**config.mk**
```make
export PLATFORM = sky130hd
export DESIGN_NAME = uart_wb_master
export DESIGN_NICKNAME = d
export VERILOG_FILES = /design/src/rtl/uart_wb_master.sv
export SDC_FILE = /design/constraint.sdc
export NUM_CORES = 1
export LEC_CHECK = 0
export CAP_MARGIN = 10
export CORE_UTILIZATION = 49
export CTS_CLUSTER_DIAMETER = 150
export DETAILED_ROUTE_END_ITERATION = 7
export GPL_TIMING_DRIVEN = 1
export PLACE_DENSITY = 0.82
export SYNTH_ARGS = -nofsm -noshare
export SYNTH_HDL_FRONTEND = slang
export SYNTH_SLANG_ARGS = --single-unit
```
**constraint.sdc**
```tcl
create_clock -name clk -period 7.5 [get_ports clk]
set_input_delay 1.875 -clock clk [delete_from_list [all_inputs] [get_ports clk]]
set_output_delay 1.875 -clock clk [all_outputs]
set_load 0.02 [all_outputs]
```
**src/rtl/uart_wb_master.sv**
```systemverilog
// UART-to-Wishbone debug master: decodes 'w', 'r' and 'g' byte commands into bus cycles and CPU restarts.
// Optional bus timeout enabled by defining UART_WB_TIMEOUT_EN.
module uart_wb_master #(
    parameter int         WB_TIMEOUT = 255,
    parameter logic [7:0] ECHO_ACK   = 8'h6B
) (
    input  logic        clk,
    input  logic        reset,
    input  logic [7:0]  rx_data,
    input  logic        rx_avail,
    output logic        rx_ack,
    output logic [7:0]  tx_data,
    output logic        tx_wr,
    input  logic        tx_busy,
    output logic [31:0] wb_adr_o,
    output logic [31:0] wb_dat_o,
    input  logic [31:0] wb_dat_i,
    output logic [3:0]  wb_sel_o,
    output logic        wb_we_o,
    output logic        wb_stb_o,
    output logic        wb_cyc_o,
    input  logic        wb_ack_i,
    output logic        go,
    output logic [31:0] go_adr,
    output logic        busy
);

    typedef enum logic [2:0] {
        ST_IDLE = 3'd0,
        ST_ADDR = 3'd1,
        ST_DATA = 3'd2,
        ST_WB   = 3'd3,
        ST_GO   = 3'd4,
        ST_TX   = 3'd5
    } state_t;

    localparam logic [7:0]  CMD_WRITE = 8'h77;
    localparam logic [7:0]  CMD_READ  = 8'h72;
    localparam logic [7:0]  CMD_GO    = 8'h67;
    localparam logic [7:0]  ERR_BYTE  = 8'h65;
    localparam logic [15:0] TO_LAST   = 16'(WB_TIMEOUT - 1);

`ifdef UART_WB_TIMEOUT_EN
    localparam logic TIMEOUT_EN = 1'b1;
`else
    localparam logic TIMEOUT_EN = 1'b0;
`endif

    state_t      state_r;
    logic [7:0]  cmd_r;
    logic [1:0]  cnt_r;
    logic [1:0]  tx_cnt_r;
    logic [1:0]  tx_last_r;
    logic [31:0] tx_buf_r;
    logic        rx_gap_r;
    logic        tx_gap_r;
    logic [15:0] to_cnt_r;
    logic        rx_take_s;
    logic        tx_free_s;
    logic        to_hit_s;

    // The uart flags lag our strobes by a cycle, so both the cycle of a strobe and the one after it are blind.
    assign rx_take_s = rx_avail && !rx_ack && !rx_gap_r;
    assign tx_free_s = !tx_busy && !tx_wr && !tx_gap_r;
    assign to_hit_s  = TIMEOUT_EN && (to_cnt_r == TO_LAST);

    // Command FSM with all outputs registered.
    always_ff @(posedge clk or posedge reset) begin
        if (reset) begin
            state_r   <= ST_IDLE;
            cmd_r     <= 8'h00;
            cnt_r     <= 2'd0;
            tx_cnt_r  <= 2'd0;
            tx_last_r <= 2'd0;
            tx_buf_r  <= 32'h0000_0000;
            rx_gap_r  <= 1'b0;
            tx_gap_r  <= 1'b0;
            to_cnt_r  <= 16'd0;
            rx_ack    <= 1'b0;
            tx_data   <= 8'h00;
            tx_wr     <= 1'b0;
            wb_adr_o  <= 32'h0000_0000;
            wb_dat_o  <= 32'h0000_0000;
            wb_sel_o  <= 4'h0;
            wb_we_o   <= 1'b0;
            wb_stb_o  <= 1'b0;
            wb_cyc_o  <= 1'b0;
            go        <= 1'b0;
            go_adr    <= 32'h0000_0000;
            busy      <= 1'b0;
        end else begin
            rx_ack   <= 1'b0;
            tx_wr    <= 1'b0;
            go       <= 1'b0;
            rx_gap_r <= rx_ack;
            tx_gap_r <= tx_wr;
            case (state_r)
                ST_IDLE: begin
                    if (rx_take_s) begin
                        rx_ack <= 1'b1;
                        cnt_r  <= 2'd0;
                        if (rx_data == CMD_WRITE || rx_data == CMD_READ || rx_data == CMD_GO) begin
                            cmd_r   <= rx_data;
                            state_r <= ST_ADDR;
                            busy    <= 1'b1;
                        end
                    end
                end
                ST_ADDR: begin
                    if (rx_take_s) begin
                        rx_ack   <= 1'b1;
                        wb_adr_o <= {wb_adr_o[23:0], rx_data};
                        cnt_r    <= cnt_r + 2'd1;
                        if (cnt_r == 2'd3) begin
                            case (cmd_r)
                                CMD_WRITE: state_r <= ST_DATA;
                                CMD_GO:    state_r <= ST_GO;
                                default:   state_r <= ST_WB;
                            endcase
                        end
                    end
                end
                ST_DATA: begin
                    if (rx_take_s) begin
                        rx_ack   <= 1'b1;
                        wb_dat_o <= {wb_dat_o[23:0], rx_data};
                        cnt_r    <= cnt_r + 2'd1;
                        if (cnt_r == 2'd3) begin
                            state_r <= ST_WB;
                        end
                    end
                end
                ST_WB: begin
                    if (!wb_cyc_o) begin
                        wb_cyc_o <= 1'b1;
                        wb_stb_o <= 1'b1;
                        wb_sel_o <= 4'hF;
                        wb_we_o  <= (cmd_r == CMD_WRITE);
                        to_cnt_r <= 16'd0;
                    end else if (wb_ack_i) begin
                        wb_cyc_o <= 1'b0;
                        wb_stb_o <= 1'b0;
                        wb_sel_o <= 4'h0;
                        wb_we_o  <= 1'b0;
                        to_cnt_r <= 16'd0;
                        tx_cnt_r <= 2'd0;
                        state_r  <= ST_TX;
                        if (cmd_r == CMD_WRITE) begin
                            tx_buf_r  <= {ECHO_ACK, 24'h00_0000};
                            tx_last_r <= 2'd0;
                        end else begin
                            tx_buf_r  <= wb_dat_i;
                            tx_last_r <= 2'd3;
                        end
                    end else if (to_hit_s) begin
                        wb_cyc_o  <= 1'b0;
                        wb_stb_o  <= 1'b0;
                        wb_sel_o  <= 4'h0;
                        wb_we_o   <= 1'b0;
                        to_cnt_r  <= 16'd0;
                        tx_buf_r  <= {ERR_BYTE, 24'h00_0000};
                        tx_last_r <= 2'd0;
                        tx_cnt_r  <= 2'd0;
                        state_r   <= ST_TX;
                    end else begin
                        to_cnt_r <= to_cnt_r + 16'd1;
                    end
                end
                ST_GO: begin
                    go        <= 1'b1;
                    go_adr    <= wb_adr_o;
                    tx_buf_r  <= {ECHO_ACK, 24'h00_0000};
                    tx_last_r <= 2'd0;
                    tx_cnt_r  <= 2'd0;
                    state_r   <= ST_TX;
                end
                ST_TX: begin
                    if (tx_free_s) begin
                        tx_wr    <= 1'b1;
                        tx_data  <= tx_buf_r[31:24];
                        tx_buf_r <= {tx_buf_r[23:0], 8'h00};
                        tx_cnt_r <= tx_cnt_r + 2'd1;
                        if (tx_cnt_r == tx_last_r) begin
                            state_r <= ST_IDLE;
                            busy    <= 1'b0;
                        end
                    end
                end
                default: begin
                    state_r  <= ST_IDLE;
                    busy     <= 1'b0;
                    wb_cyc_o <= 1'b0;
                    wb_stb_o <= 1'b0;
                    wb_sel_o <= 4'h0;
                    wb_we_o  <= 1'b0;
                end
            endcase
        end
    end

endmodule

```
== Word level (Yosys, flattened, before mapping) ==
Index checks and enable logic that the tools add are counted.

* Word-level logic and storage cells: 126
* Bits in registers: 166
* Input bits: 45

* Add/subtract/negate cells: 2
* Equality and inequality tests: 24
* Muxes and demuxes: 49
* Bitwise operators: 2
* Reduce and logical (&&, ||, !) cells: 29

{| class="wikitable"
|+ Operator list
! kind !! number
|-
| $mux 32 || 4
|-
| $pmux 32 s3 || 1
|-
| $eq 8x7->1 const B || 5
|-
| $mux 3 || 10
|-
| $ne 2x2->1 const B || 10
|-
| $pmux 3 s6 || 1
|-
| $mux 2 || 8
|-
| $mux 1 || 14
|-
| $reduce_and 10->1 || 1
|-
| $reduce_and 3->1 || 3
|-
| $mux 4 || 2
|-
| $pmux 2 s2 || 2
|-
| $pmux 4 s2 || 1
|-
| $reduce_and 2->1 || 4
|-
| $eq 3x2->1 const B || 2
|-
| $eq 3x3->1 const B || 2
|-
| $pmux 1 s2 || 3
|-
| $pmux 2 s3 || 1
|-
| $pmux 3 s2 || 1
|-
| $logic_not 1->1 || 5
|-
| $reduce_and 5->1 || 1
|-
| $reduce_or 5->1 || 1
|-
| $add 2x1->2 const B || 2
|-
| $logic_and 1x1->1 || 4
|-
| 15 further kinds || 18
|}

== Depth between registers and ports, before layout ==
Gate-level depths: netlist of the first run.

* Word-level depth: 6
* Gate-level depth with buffers: 7
* Mapped depth without buffers: 4

== Least setup slack after synthesis of the first run ==
Ideal clock, no wire load.

* Kind: input port to flip-flop
* Start point: input port rx_data[0]
* End point: register cmd_r[0]
* Buffers on the path: 1
* Arrival: 3.175 ns
* Stages: 5
* Slack: 4.200 ns
* Path through: or3b_1 -> a2111oi_2 -> and3_1 -> buf_6 -> mux2_4

* Longest elaborated chain between the ends: 4
* Elaborated cells on any way between the ends: 6
* Those cells by class: eq/ne: 3; reduce/logical: 3

{| class="wikitable"
|+ Ends and longest elaborated chain
! element !! line !! text
|-
| start, declared || 9 || <nowiki>input logic [7:0] rx_data,</nowiki>
|-
| $eq 8x7->1 || 102 || <nowiki>if (rx_data == CMD_WRITE || rx_data == CMD_READ || rx_data == CMD_GO) begin</nowiki>
|-
| $logic_or 1x1->1 (2 in a row) || 102 ||
|-
| $reduce_and 3->1 (no line) || - ||
|-
| end signal, assigned || 103 || <nowiki>cmd_r <= rx_data;</nowiki>
|-
| end, declared || 50 || <nowiki>logic [7:0] cmd_r;</nowiki>
|}

Parallel ways exist; a longest one is shown, timed or not.
A chain may end at the register's enable or synchronous reset.

== Worst setup path in the final report of the first run ==
* Start point: input port rx_data[0]
* End point: register cmd_r[2]

* Longest elaborated chain between the ends: 4
* Elaborated cells on any way between the ends: 6
* Those cells by class: eq/ne: 3; reduce/logical: 3

{| class="wikitable"
|+ Ends and longest elaborated chain
! element !! line
|-
| $eq 8x7->1 || 102
|-
| $logic_or 1x1->1 || 102
|-
| $logic_or 1x1->1 * || 102
|-
| $reduce_and 3->1 (no line) * || -
|}

Mark *: on every way between the ends. The rest lies on a longest branch, timed or not.

==> results of run 1 <==
cell usage after synthesis (8+ instances only):
library cell / n
clkbuf_1: 8
mux2_2: 102
a22oi_1: 19
inv_1: 15
o22ai_1: 8
dfrtp_1: 161
nor2_1: 31
buf_2: 17
nand2_1: 14
nand3_1: 13
a21oi_1: 29
o21ai_0: 14
metal layers:
metal	vias to the layer above	wire length, um
li1	2026	-
met1	2220	5990
met2	129	7350
met3	21	671
met4	0	276
met5	-	0
state kept, by name (all words and copies together), names as in the netlist:
register / count
tx_wr: 1
tx_buf_r: 32
wb_dat_o: 32
tx_last_r: 1
busy: 1
tx_cnt_r: 2
wb_adr_o: 32
go_adr: 32
wb_sel_o: 1
tx_gap_r: 1
state_r: 3
tx_data: 8
wb_we_o: 1
go: 1
rx_ack: 1
cnt_r: 2
wb_cyc_o: 1
cmd_r: 8
rx_gap_r: 1
cells in the final DEF (no fill, tap or decap), types with 3 or more instances in the layout:
cell	netlist	layout
a21oi_1	29	29
or2_2	4	4
nor3_1	3	3
nor2_1	31	30
nand2b_1	3	3
clkbuf_1	8	3
o22ai_1	8	7
inv_6	0	3
clkdlybuf4s50_1	0	159
buf_4	4	4
o21ai_0	14	14
nand2_1	14	14
clkbuf_16	0	17
a22oi_1	19	19
nor2b_1	4	4
mux2_4	3	3
mux2_2	102	102
nand3_1	13	13
clkinv_2	0	3
nand3b_1	4	4
inv_1	15	14
dfrtp_1	161	161
power breakdown:
group	switching (mW)	internal, mW	leakage [nW]	total [mW]
clock network	0.324	0.495	0.270	0.819
registers	0.0595	0.920	2.20	0.979
logic	0.125	0.138	1.58	0.263
total	0.508	1.55	4.06	2.06
kinds of logic after synthesis:
family                     after synthesis  synth area share [%]
muxes                                  106                  18.7
AOI/OAI and AO/OA                       87                  8.55
DFF                                    161                  62.5
and+or+nand+nor                         85                  6.72
adders and majority gates                1                 0.194
buffers and inverters                   45                  3.30
worst paths after layout:
path                            start          end  slack, ps  cells after the start
min reg2reg                     tx_wr     tx_gap_r        430                      0
min                             tx_wr     tx_gap_r        430                      0
max in group asynchronous       reset     cmd_r[7]       4190                      3
max                        rx_data[0]     cmd_r[2]       3780                      5
min in group asynchronous       reset  tx_buf_r[1]       2050                      2
max reg2reg                state_r[0]   tx_data[1]       5030                      3
cell type report:
type	instances	area, um2	area share [%]
inverter	15	61.3	0.704
sequential	161	4030	46.3
clock buffer	21	450	5.17
timing repair buffer	163	1620	18.6
multi-input combinational	279	2220	25.5
tap	172	215	2.47
clock inverter	9	108	1.24
critical path: cells and delay by family:
| family | cells | cell delay (ps) |
|---|---|---|
| AOI/OAI and AO/OA | 1 | 390 |
| and+or+nand+nor | 2 | 890 |
| muxes | 1 | 340 |
| buffers and inverters | 1 | 520 |
metrics by stage:
step                      utilization, %  instance area (um2)
after CTS                           68.4                 8710
after floorplan                        -                 6440
final                               68.4                 8710
after detailed placement            64.0                 8150
after global placement              64.0                 8150
after global routing                68.4                 8710
==> results.json, run 1 <==
{
  "grt_max_degree": 104,
  "grt_pass1_wl_um": 23000,
  "area_growth_pct": 35.2,
  "synth_fp_nets": 531,
  "cts_sinks": 161,
  "post-route-drc-count": 0,
  "cts_max_level": 4,
  "n_antenna_cell": 0,
  "met3_usage_pct": 5.71,
  "fin_nets": 683,
  "fmax_mhz": 269,
  "critPathCaptureType": "flip-flop",
  "coreArea_mm2": 0.0127,
  "setup_slack_ps": 3780,
  "synthCells": 485,
  "synthFlopType": "dfrtp_1",
  "grt.busiest_layer": "met2",
  "syn_area_per_cell_um2": 13.3,
  "die_w_um": 117,
  "met1_usage_pct": 28.9,
  "cts_tree": "yes",
  "worstPathRequired_ps": 7800,
  "netlist_area_mm2": 0.00644,
  "ys_ff_latch": 161,
  "cts_buffer_depth": 2,
  "max_slew_margin_pct": 35.3,
  "viasPerCell": 5.36,
  "gp_congestion": 0.817,
  "synth.distinct_cells": 42,
  "cts_resized": 0,
  "startpoint_type": "input port",
  "dp.final_hpwl_um": 9740,
  "grt_pass1_vias": 4459,
  "wl_per_cell_um": 17.4,
  "tightest_slew_ps": 969,
  "cp_max_fo": 9,
  "seq_area_frac_synth_pct": 62.5,
  "synthTopCellsByArea": "dfrtp_1, mux2_2, a21oi_1, a22oi_1, nor2_1",
  "critical_path_class": "in2reg",
  "cts.clk_slew.worst_paths_ps": 60,
  "dp_cells": 790,
  "setup-violations-final": 0,
  "antenna_found_initial": 0,
  "die_height_um": 117,
  "overflow": 0,
  "power_leakage_nw": 4.06,
  "use_met2_pct": 36.3,
  "netlist.area_leader.share_pct": 62.5,
  "cp_slowest_stage_delay_ps": 520,
  "rsz0062_at_grt": "false",
  "fillers": 931,
  "period_minus_slack_ps": 3720,
  "hold_buffers": 0,
  "hold_ws_ps": 426,
  "status": "finished clean",
  "pwr_density_cell_mw_per_mm2": 237,
  "synth_edf_count": 0,
  "final_antenna_net_count": 0,
  "numCtsBuffers": 17,
  "start_util_pct": 50.6,
  "io_pins": 160,
  "path_cells": "clkdlybuf4s50_1 > or3b_1 > a2111oi_2 > and3_1 > mux2_4",
  "cts-root-buf": "clkbuf_16",
  "finalHoldViolations": 0,
  "min_path_type": "reg2reg",
  "ir_drop_v": 0.000177,
  "drt-total-wl_um": 14300,
  "drt_iter0_markers": 311,
  "fin_crit_sh_pct": 49.6,
  "p_total_mw": 2.06,
  "grt_use_total_pct": 22.4,
  "dieArea_mm2": 0.0136,
  "arrival_ps": 4020,
  "tns_ps": 0,
  "maxCapViolCount": 0,
  "rows": 41,
  "post_cts_buffers": 0,
  "fin_skew_ps": 7.29,
  "stdcell_count": 820,
  "port_buffers": 159,
  "clk_latency_ps": 420,
  "worst_path_max_delay_cell": "clkdlybuf4s50_1",
  "yosysTopAreaCell": "dfrtp_1",
  "ys_warn_count": 0,
  "drv_slew": 0,
  "drive_gt1_share_pct": 22.5,
  "dr.pass1.iters": 4,
  "place_ws_ps": 3410,
  "synthArstFlopShare_pct": 100,
  "vias": 4396
}
(Power assumes the default switching activity.)
==> inputs of run 2 (changes only) <==
==> constraint.sdc (replaced) <==
create_clock -name clk -period 3.65 [get_ports clk]
set_input_delay 0.9125 -clock clk [delete_from_list [all_inputs] [get_ports clk]]
set_output_delay 0.9125 -clock clk [all_outputs]
set_load 0.02 [all_outputs]
==> run 2 against run 1 <==
  * Largest cell class unchanged
  * Clock-buffer cell count rose by 2
  * Sequential power rose by 110%
  * Setup slack got worse by 2800 ps
  * Non-clock buffer count rose by 2
  * Final area rose by 1.4%
  * Wire length rose by 1.6%
  * Largest power group unchanged
  * Hold slack improved by 17 ps
  * Via count rose by 1.7%
  * Core utilization rose by 0.95 points
  * Clock skew rose by 1.0 ps
  * Total power rose by 120%
  * Clock power rose by 130%
==> results.json, run 2 (synthesis results as in run 1) <==
{
  "fillers": 927,
  "fin_crit_sh_pct": 73.6,
  "seq_power_share_pct": 45.2,
  "fin_nets": 685,
  "dr.pass1.iters": 5,
  "pwr_density_cell_mw_per_mm2": 504,
  "comb_power_share_pct": 12.2,
  "coreArea_mm2": 0.0127,
  "fin_util_pct": 69.4,
  "maxCapViolCount": 0,
  "min_path_type": "reg2reg",
  "fmax_mhz": 372,
  "viasPerCell": 5.43,
  "critical_path_class": "in2reg",
  "die_height_um": 117,
  "grt_pass1_wl_um": 23100,
  "stdcell_count": 824,
  "gp_congestion": 0.761,
  "tns_ps": 0,
  "vias": 4472,
  "cp_max_fo": 9,
  "cts_tree": "yes",
  "clkPwrFrac_pct": 42.6,
  "dp_cells": 792,
  "die_w_um": 117,
  "startpoint_type": "input port",
  "grt_max_degree": 74,
  "worst_path_max_delay_cell": "clkdlybuf4s50_1",
  "layout_commonest_cell": "dfrtp_1",
  "setup_slack_ps": 964,
  "status": "finished clean",
  "hold_start": "tx_wr",
  "numCtsBuffers": 17,
  "finalHoldViolations": 0,
  "io_pins": 160,
  "antenna_found_initial": 0,
  "cts-root-buf": "clkbuf_16",
  "switching_share_pct": 23.8,
  "post-route-drc-count": 0,
  "post_cts_buffers": 0,
  "tightest_slew_ps": 1000,
  "drt_iter0_markers": 226,
  "clk_latency_ps": 420,
  "dieArea_mm2": 0.0136,
  "ir_drop_v": 0.000304,
  "n_antenna_cell": 0,
  "final_antenna_net_count": 0,
  "critPathLaunch": "rx_data[0]",
  "wl_per_cell_um": 17.6,
  "port_buffers": 159,
  "area_growth_pct": 37.0,
  "grt_use_total_pct": 22.6,
  "hold_ws_ps": 443,
  "power_leakage_nw": 4.11,
  "place_ws_ps": 547,
  "cts_sinks": 161,
  "worst_r2r_startpoint": "state_r[1]",
  "max_slew_margin_pct": 33.1,
  "start_util_pct": 50.6,
  "rsz0062_at_grt": "false",
  "final_cell_mix": "dfrtp_1, clkdlybuf4s50_1, mux2_2",
  "p_int_mw": 3.39,
  "setup-violations-final": 0,
  "path_cells": "clkdlybuf4s50_1 > or3b_1 > a2111oi_2 > and3_1 > mux2_4",
  "drive_gt1_share_pct": 23.2,
  "critPathCaptureType": "flip-flop",
  "drt-total-wl_um": 14500,
  "drv_slew": 0,
  "cts_resized": 0,
  "period_minus_slack_ps": 2690,
  "arrival_ps": 2990,
  "overflow": 0,
  "hold_buffers": 0,
  "cts_buffer_depth": 2,
  "fin_skew_ps": 8.29,
  "worstPathRequired_ps": 3960,
  "grt_pass1_vias": 4457,
  "cts.clk_slew.worst_paths_ps": 60,
  "p_switching_mw": 1.06,
  "dp.final_hpwl_um": 9770,
  "cp_slowest_stage_delay_ps": 490,
  "rows": 41,
  "cts_max_level": 4
}
## run 2: cell types whose count changed in the layout (fill, tap and decap cells not counted), sizes merged
cell,change
clkinv,-1
inv,-3
buf,+2
clkbuf,+2
bufinv,+2
clkinvlp,+2
## run 2: worst paths after layout
check	endpoint	slack, ps	depth (start not counted)
worst max-delay path	cmd_r[4]	960	5
worst min-delay path	tx_gap_r	440	0
worst max register to register	tx_buf_r[14]	1360	4
worst min register to register	tx_gap_r	440	0
max in group asynchronous	tx_buf_r[17]	2010	3
min in group asynchronous	go_adr[26]	890	2
## run 2: through the flow
step                      cell area (um2)  power [mW]
after CTS                            8830        4.48
after detailed placement             8190        2.59
final                                8830        4.45
after global routing                 8830        4.60
after global placement               8190        2.57
after floorplan                      6440        2.27
## run 2: critical path: cells and delay by family
family | cells | cell delay, ps
AOI/OAI and AO/OA | 1 | 390
and+or+nand+nor | 2 | 860
buffers and inverters | 1 | 490
muxes | 1 | 330
## run 2: area by class of cell
class	instances	area, um2	share of cell area, %
Tap cell	172	215	2.44
Sequential cell	161	4030	45.6
Timing Repair Buffer	165	1660	18.8
Inverter	15	60.1	0.680
Multi-Input combinational cell	279	2220	25.2
Clock inverter	9	153	1.73
Clock buffer	23	488	5.53
## run 2: power groups by stage
stage / sequential, mW / clock [mW] / combinational [mW]
after floorplan: 2.11 / 0 / 0.167
after global placement: 2.03 / 0 / 0.537
after detailed placement: 2.04 / 0 / 0.545
after CTS: 2.01 / 1.92 / 0.549
after global routing: 2.03 / 1.99 / 0.574
final: 2.01 / 1.90 / 0.542
## run 2: routing by layer
metal,up-vias,track usage (%),routed length [um],part of all wire (%)
met5,-,0,0,0
met4,0,10.7,384,2.6
met3,31,5.24,578,4.0
met2,137,37.5,7540,52
met1,2279,28.3,6010,41
li1,2025,-,-,-
==> edit (config.mk and constraints of run 2) <==
`ECHO_ACK`: 8'h6B -> 8'h40.
--- a/src/rtl/uart_wb_master.sv
+++ b/src/rtl/uart_wb_master.sv
@@ -2,7 +2,7 @@
 // Optional bus timeout enabled by defining UART_WB_TIMEOUT_EN.
 module uart_wb_master #(
     parameter int         WB_TIMEOUT = 255,
-    parameter logic [7:0] ECHO_ACK   = 8'h6B
+    parameter logic [7:0] ECHO_ACK   = 8'h40
 ) (
     input  logic        clk,
     input  logic        reset,
Function: no difference found for any inputs over 10 cycles, from zero or initial values and one cycle with reset high; that may be too few to reach the edited logic, so the function may still have changed.
==> edit against run 2 <==
  * Sequential share of layout area up 0.24 points
  * Die area decreased by 0.17%
  * Setup slack lost 12 ps
  * Utilization is 0.36 points lower
  * Area after synthesis fell by 0.17%
  * Critical endpoint is now tx_buf_r[1]
  * Sequential cell count unchanged
  * Routed wire length grew 5.2%
  * Cell area is 0.52% lower
  * Highest routed layer unchanged
  * First-iteration DRC count grew 39%
  * Synthesized cell count up 11%
Power is not compared: it rests on default switching activity, and its combinational part moved more than twofold at a synthesized area within 25%.
==> edit: results (changes against run 2) <==
** Run status
- Result of the run :: completed

** Logic synthesis
- The xor/xnor share of the synthesized area was 0.00136 (+0.00136).
- Synth Area in Adders :: 0.00195 (+0.00000340)
- The commonest cells after synthesis are 161 x dfrtp_1, 111 x nand2_1, 71 x mux2_2, 53 x nor2_1, 23 x a221oi_1.
- The total number of yosys warnings came to 0 (unchanged).
- The area fraction in compound gates after synthesis was 0.0730 (-0.0125).
- Mux contribution to synthesized area :: 0.133 (-0.0538)
- Synthesized netlist net count :: 585 (+10%)
- Cell types with the largest area share after synthesis :: dfrtp_1 63%, mux2_2 12%, nand2_1 6.5%
- In the synthesized netlist the dominant register cell turns out to be dfrtp_1.
- The async set-or-reset flop fraction in the synthesized netlist was 1.00 (unchanged).
- The post-synthesis sequential area ratio came to 0.627 (+0.00110).
- The distinct cell type count after synthesis was 42 (unchanged).

** Placed design
- Count of buffers inserted at the top-level ports :: 159 (unchanged)
- The placed standard-cell area came to 8190 um^2 (about the same).
- The post-detailed-placement half-perimeter wirelength came to 10500 um (+7.9%).
- Final GP Congestion :: 0.806 (+6.0%)

** Global routing
- The pin count of the biggest net entering global routing is 61 (-18%).
- The global-route wire length before repair is 24800 um (+7.1%).
- Antenna violations before repair :: 0 (unchanged)
- Vias in the first global route :: 4840 (+8.6%)
- Overall global routing resource usage :: 0.243 (+0.0168)

** Clock network
- H-tree depth reported by CTS :: 4 (unchanged)
- Clock tree buffer depth :: 2 (unchanged)
- TritonCTS Buffers :: 17 (unchanged)
- The number of setup buffers added after CTS is 0 (unchanged).
- CTS resizes :: 0 (unchanged)
- Source-to-sink clock delay at the later pin of the worst-skew pair :: 420 ps (about the same)

** Power
- The analysis attributes to cell leakage a power of 4.01 nW.
- The worst-case IR drop observed on VDD is 0.000456 V.

** Layout
- Share of final-layout standard cells stronger than drive strength 1 :: 0.173 (-0.0581)
- The antenna diode instance count came to 0 (unchanged).
- The final net count came to 742 (+8.3%).

** Detailed routing
- Total length of routed wires :: 15300 um (+5.2%)
- Via/cell ratio :: 5.41 (-0.40%)
- The detailed-routing iteration count for the pre-antenna-repair pass was 4 (-1).
- Initial DRC Count :: 314 (+39%)

** Timing
- Relative max-transition margin :: 0.291 (-0.0405)
- The worst clock skew came to 8.56 ps (+0.274 ps).

** Critical path
- The data arrival time of the critical path is 3000 ps (about the same).
- The largest fanout of any net on the critical path is 31 (+22).
==> edit: changes by cell type in the layout (fill, tap and decap cells not counted), moves of 6 or more <==
cell             run 2  this run
nand2_1             14       111
mux2_2             102        71
a221oi_1             0        23
nor2_1              30        53
a21oi_1             29         9
a22oi_1             19         0
inv_1               14         4
a22o_1               0         8
nand3_1             13         6
o21ai_0             14         8
o22ai_1              7         1
==> edit: cell type report <==
type	instances	area [um^2]
Inverter	6	26.3
Tap cell	172	215
Clock buffer	19	453
Fill cell	960	3940
Timing Repair Buffer	169	1690
Multi-Input combinational cell	341	2230
Clock inverter	13	135
Sequential cell	161	4030
==> edit: critical path, stage by stage <==
cell and delay, ps:
clkdlybuf4s50_1 470, nor3_2 70, nor2b_1 190, o22a_1 890
nor2_2 220, a22o_1 250
==> edit: cell families (layout without fill, tap and decap cells) <==
family	Yosys count	count (layout)
compound gates	61	61
xor+xnor	1	1
fa+ha+maj	1	1
buf+inv	37	207
flops	161	161
mux	76	76
simple gates	202	202
==> edit: path summary, 6_finish.rpt <==
path	from	to	slack, ps	cells after the start
max	tx_busy	tx_buf_r[1]	950	6
min	tx_wr	tx_gap_r	430	0
max reg2reg	state_r[0]	tx_buf_r[1]	1210	4
min reg2reg	tx_wr	tx_gap_r	430	0
max in group asynchronous	reset	go_adr[10]	1880	3
min in group asynchronous	reset	wb_dat_o[23]	990	2
==> edit: power groups by stage <==
stage | Clock, W | Sequential, W | Combinational (W)
2_1_floorplan | 0 | 0.00362 | 0.00128
5_1_grt | 0.00186 | 0.00325 | 0.00353
4_1_cts | 0.00177 | 0.00314 | 0.00333
3_5_place_dp | 0 | 0.00316 | 0.00330
6_report | 0.00174 | 0.00314 | 0.00330
3_3_place_gp | 0 | 0.00311 | 0.00320
==> edit: routing by layer <==
metal / routed length [um] / GRT usage / part of all wire
met1: 6110 / 0.302 / 0.40
met5: 0 / 0 / 0
met2: 8030 / 0.411 / 0.53
met3: 671 / 0.0477 / 0.044
met4: 461 / 0.114 / 0.030
==> edit: stage by stage <==
stage | utilization | total power [W] | setup slack, ps | cells
finish | 0.690 | 0.00818 | 952 | 881
global route | 0.690 | 0.00863 | 795 | 881
CTS | 0.690 | 0.00824 | 943 | 881
detailed placement | 0.644 | 0.00646 | 519 | 849
global placement | 0.644 | 0.00632 | 602 | 849
floorplan | - | 0.00490 | 695 | 539
